## config.mk

```make
export PLATFORM = sky130hd
export DESIGN_NAME = port_arbiter
export DESIGN_NICKNAME = d
export VERILOG_FILES = /design/src/rtl/port_arbiter.sv
export SDC_FILE = /design/constraint.sdc
export NUM_CORES = 1
export LEC_CHECK = 0
export CAP_MARGIN = 20
export CELL_PAD_IN_SITES_DETAIL_PLACEMENT = 1
export CELL_PAD_IN_SITES_GLOBAL_PLACEMENT = 1
export CORE_AREA = 2 2 69 71
export DETAILED_ROUTE_END_ITERATION = 6
export DIE_AREA = 0 0 71 73
export GPL_ROUTABILITY_DRIVEN = 0
export PLACE_DENSITY = 0.84
export SLEW_MARGIN = 15
export SYNTH_ARGS = -nofsm -noshare
export SYNTH_HDL_FRONTEND = slang
export SYNTH_SLANG_ARGS = --single-unit
```

## constraint.sdc

```tcl
create_clock -name clk -period 7.3 [get_ports clk]
set_input_delay 1.46 -clock clk [delete_from_list [all_inputs] [get_ports clk]]
set_output_delay 1.46 -clock clk [all_outputs]
set_load 0.1 [all_outputs]
```

## src/rtl/port_arbiter.sv

```systemverilog
// rtl/port_arbiter.sv - per-output-port switch allocator, round-robin (ARB_FIXED_PRIO_EN selects fixed priority)
module port_arbiter #(
  parameter int NPORT   = 5,
  parameter int CREDITS = 4,
  parameter int CW      = $clog2(CREDITS + 1)
) (
  input  logic             clk,
  input  logic             rst,
  input  logic [NPORT-1:0] req,
  input  logic [NPORT-1:0] tail,
  input  logic             credit_in,
  output logic [NPORT-1:0] grant,
  output logic [NPORT-1:0] pop,
  output logic             valid_out,
  output logic             busy,
  output logic [CW-1:0]    credits,
  output logic             credit_err
);

  localparam logic [0:0] ST_IDLE   = 1'b0;
  localparam logic [0:0] ST_LOCKED = 1'b1;
  localparam int         PW        = (NPORT > 1) ? $clog2(NPORT) : 1;

  logic [0:0]       state_q, state_d;
  logic [NPORT-1:0] grant_q, grant_d;
  logic [NPORT-1:0] win_oh;
  logic [CW-1:0]    credits_q, credits_d;
  logic             credit_err_q, credit_err_d;
  logic             xfer;
  logic             tail_g;

  // A flit moves only while locked, the granted input has a flit and downstream has room.
  assign xfer      = (state_q == ST_LOCKED) && (|(req & grant_q)) && (credits_q != '0);
  assign tail_g    = |(tail & grant_q);
  assign pop       = xfer ? grant_q : '0;
  assign valid_out = |pop;

  assign grant      = grant_q;
  assign busy       = (state_q == ST_LOCKED);
  assign credits    = credits_q;
  assign credit_err = credit_err_q;

`ifdef ARB_FIXED_PRIO_EN
  // Fixed priority: scan from the top so the lowest requesting index is the last writer.
  always_comb begin
    win_oh = '0;
    for (int k = NPORT - 1; k >= 0; k--) begin
      if (req[k]) begin
        win_oh    = '0;
        win_oh[k] = 1'b1;
      end
    end
  end
`else
  logic [PW-1:0] ptr_q, ptr_d;
  logic [PW-1:0] g_idx;
  logic [PW:0]   sum;
  logic [PW-1:0] idx;
  logic          found;

  // Round-robin: first requester at or after ptr, wrapping modulo NPORT.
  always_comb begin
    win_oh = '0;
    found  = 1'b0;
    sum    = '0;
    idx    = '0;
    for (int k = 0; k < NPORT; k++) begin
      sum = {1'b0, ptr_q} + (PW+1)'(k);
      if (sum >= (PW+1)'(NPORT)) begin
        sum = sum - (PW+1)'(NPORT);
      end
      idx = sum[PW-1:0];
      if (!found && req[idx]) begin
        win_oh[idx] = 1'b1;
        found       = 1'b1;
      end
    end
  end

  // Encode the one-hot grant so the pointer can move just past the finished input.
  always_comb begin
    g_idx = '0;
    for (int k = 0; k < NPORT; k++) begin
      if (grant_q[k]) begin
        g_idx = PW'(k);
      end
    end
  end

  // Pointer advances only when a packet completes, giving the next input first chance.
  always_comb begin
    ptr_d = ptr_q;
    if (xfer && tail_g) begin
      ptr_d = (g_idx == PW'(NPORT - 1)) ? '0 : g_idx + 1'b1;
    end
  end

  // Round-robin pointer register.
  always_ff @(posedge clk or negedge rst) begin
    if (!rst) begin
      ptr_q <= '0;
    end else begin
      ptr_q <= ptr_d;
    end
  end
`endif

  // Lock onto the winner from head to tail; release forces one idle cycle between packets.
  always_comb begin
    state_d = state_q;
    grant_d = grant_q;
    case (state_q)
      ST_IDLE: begin
        if (|req) begin
          state_d = ST_LOCKED;
          grant_d = win_oh;
        end
      end
      default: begin
        if (xfer && tail_g) begin
          state_d = ST_IDLE;
          grant_d = '0;
        end
      end
    endcase
  end

  // Credit counter: saturates at CREDITS and flags an overflow stickily.
  always_comb begin
    credits_d    = credits_q;
    credit_err_d = credit_err_q;
    case ({xfer, credit_in})
      2'b10: credits_d = credits_q - 1'b1;
      2'b01: begin
        if (credits_q == CW'(CREDITS)) begin
          credit_err_d = 1'b1;
        end else begin
          credits_d = credits_q + 1'b1;
        end
      end
      default: ;
    endcase
  end

  // State, grant and credit registers; reset aborts any lock at once.
  always_ff @(posedge clk or negedge rst) begin
    if (!rst) begin
      state_q      <= ST_IDLE;
      grant_q      <= '0;
      credits_q    <= CW'(CREDITS);
      credit_err_q <= 1'b0;
    end else begin
      state_q      <= state_d;
      grant_q      <= grant_d;
      credits_q    <= credits_d;
      credit_err_q <= credit_err_d;
    end
  end

endmodule

```

==> results.ini <==
[outcome]
status = complete, no violations

[final_layout]
area_growth_pct = 17.9
final_common_cell = clkdlybuf4s50_1
layout_common_cells = clkdlybuf4s50_1, nand2_1, a21oi_1, inv_1, o21ai_0
diodes = 0
final_cells = 315
multi_input_area_um2 = 1430
fin_util = 0.492
ff_latch_area_um2 = 327
final_nets = 286
drive_gt1_frac = 0.0766
n_fill_cell = 572

[synthesis]
synth_simple_gate_area_frac = 0.224
synth-edff-count = 0
ys_ff_latch = 13
synth_compound_area_frac = 0.328
syn_nets = 264
synth.yosys.seq_area_share = 0.173
synth_ff_type = dfrtp_1
synth-async-reset-ratio = 1.00
synth_cell_type_count = 64
syn_area_um2 = 1890
synth_cells = 240
ys_warn_count = 0
synth_xor_area_frac = 0.0231
synth_top_family_by_area = compound AO/OA/AOI/OAI gates
synthMuxAreaShare = 0.0998
synthAdderAreaFrac = 0.0806
syn_area_per_cell_um2 = 7.89

[setup_path]
path_cells = clkdlybuf4s50_1 > a22oi_1 > a21oi_1 > buf_4 > and2_1 > clkdlybuf4s50_1
reg2reg_depth = 12
crit_path_frequent_cell = clkdlybuf4s50_1
critPathTopFamily = buffers and inverters
startpoint_type = input port
worst-setup-path-type = in2out
endpoint_kind = output pin
path_depth = 6
cpPeakStageDelay_ns = 1.12
crit_path_top_delay_cell = clkdlybuf4s50_1
crit_buf_inv = 3
worstPathArrival_ns = 4.01
crit_fanout = 18
critical_path_required_ns = 5.84

[cts]
clock-root-buffer = clkbuf_8
cts_resized = 0
postCtsSetupBuffers = 0
hold_buffers = 0
clk_pin_slew_ns = 0.06
clock_latency_ns = 0.25
cts_num_sinks = 13
clock_path_buffers = 2
tritoncts = built
h-tree-depth = 1
cts_buffers = 3

[placed_design]
io_buffer_count = 28
detailed_place_hpwl_um = 4940
dp.cells = 311
dp_slack_ns = 1.88

[timing]
worst_slew_pin_slew_ns = 0.972
slew_viol_final = 0
fin_crit_ns = 5.47
fmax_mhz = 183
hold_viol_final = 0
skew_ns = 0.00178
grt_setup_unrepaired = no
period_share = 0.750
setup_viol = 0
worst_slack_ns = 1.83
tns_ns = 0
slew_headroom = 0.350

[floorplanning]
core_area_um2 = 4540
die_h_um = 73
initial_core_util = 0.417
dieArea_um2 = 5180
rows = 25
io_pins = 29
die_w_um = 71

[global_routing]
gr-total-overflow = 0
grt_pass1_vias = 2008
grt_max_degree = 35
antenna_found_initial = 0
grt_usage = 0.257
grt_pass1_wl_um = 10300

[worst_hold_path]
min_path_cells = 1
hold_class = reg2reg

[drt]
via_count = 2049
first_pass_iters = 4
viasPerCell = 6.50
drt-initial-drc-count = 146
drt_wl_total_um = 6430
route.detailed.wl_per_inst_um = 20.4
ant_nets = 0
drc = 0

[run]
max_cap_violations = 0

[state kept, by name, summed over array words and instances (netlist names)]
name / count
grant: 5
busy: 1
credits: 3
ptr_q: 3
credit_err: 1
[final cells by class]
cell class | instances | share of cell area
Multi-Input combinational cell | 196 | 0.641
Clock buffer | 4 | 0.0202
Sequential cell | 13 | 0.146
Inverter | 18 | 0.0303
Tap cell | 54 | 0.0303
Timing Repair Buffer | 30 | 0.132
[through the flow]
step / area, um^2 / hold WS, ns
after floorplan: 1890 / 0.675
final: 2230 / 0.507
after CTS: 2230 / 0.510
after detailed placement: 2190 / 0.497
after global placement: 2190 / 0.464
after global routing: 2230 / 0.530
[synthesized netlist by cell type, types with 7 or more instances]
cell type / number / area share
a21oi_1: 17 / 0.045
and2_1: 8 / 0.026
clkbuf_1: 7 / 0.014
dfrtp_1: 12 / 0.16
ha_1: 9 / 0.059
inv_1: 16 / 0.032
mux2i_1: 11 / 0.058
nand2_1: 24 / 0.048
nand3_1: 10 / 0.026
nor2_1: 10 / 0.020
o21ai_0: 13 / 0.034
[final timing paths]
check | startpoint | end | slack [ns]
max in group asynchronous | rst | grant[4]$_DFFE_PN0P_ | 5.28
min in group asynchronous | rst | ptr_q[0]$_DFFE_PN0P_ | 1.61
worst max register to register | ptr_q[0]$_DFFE_PN0P_ | grant[0]$_DFFE_PN0P_ | 3.18
worst min-delay path | credit_err$_DFFE_PN0P_ | credit_err$_DFFE_PN0P_ | 0.51
worst min register to register | credit_err$_DFFE_PN0P_ | credit_err$_DFFE_PN0P_ | 0.51
worst max-delay path | req[3] | pop[1] | 1.83
[metal layers]
metal	track usage	vias up	routed length, um
met5	0	-	0
met4	0.122	0	266
met3	0.0359	22	240
met2	0.423	70	3150
met1	0.333	1005	2770
li1	-	952	-
[cell families (layout without fill, tap and decap cells)]
kind of cell / Yosys count / count (layout)
AO/OA/AOI/OAI: 83 / 83
AND/OR/NAND/NOR: 80 / 80
buffers and inverters: 31 / 52
multiplexers: 17 / 17
flip-flops: 13 / 13
adder cells (fa/ha/maj): 11 / 11
XOR/XNOR: 5 / 5
Power is left out: the tool's default activity adds up to more than one toggle a clock period on the data nets, which glitch-free logic cannot reach.
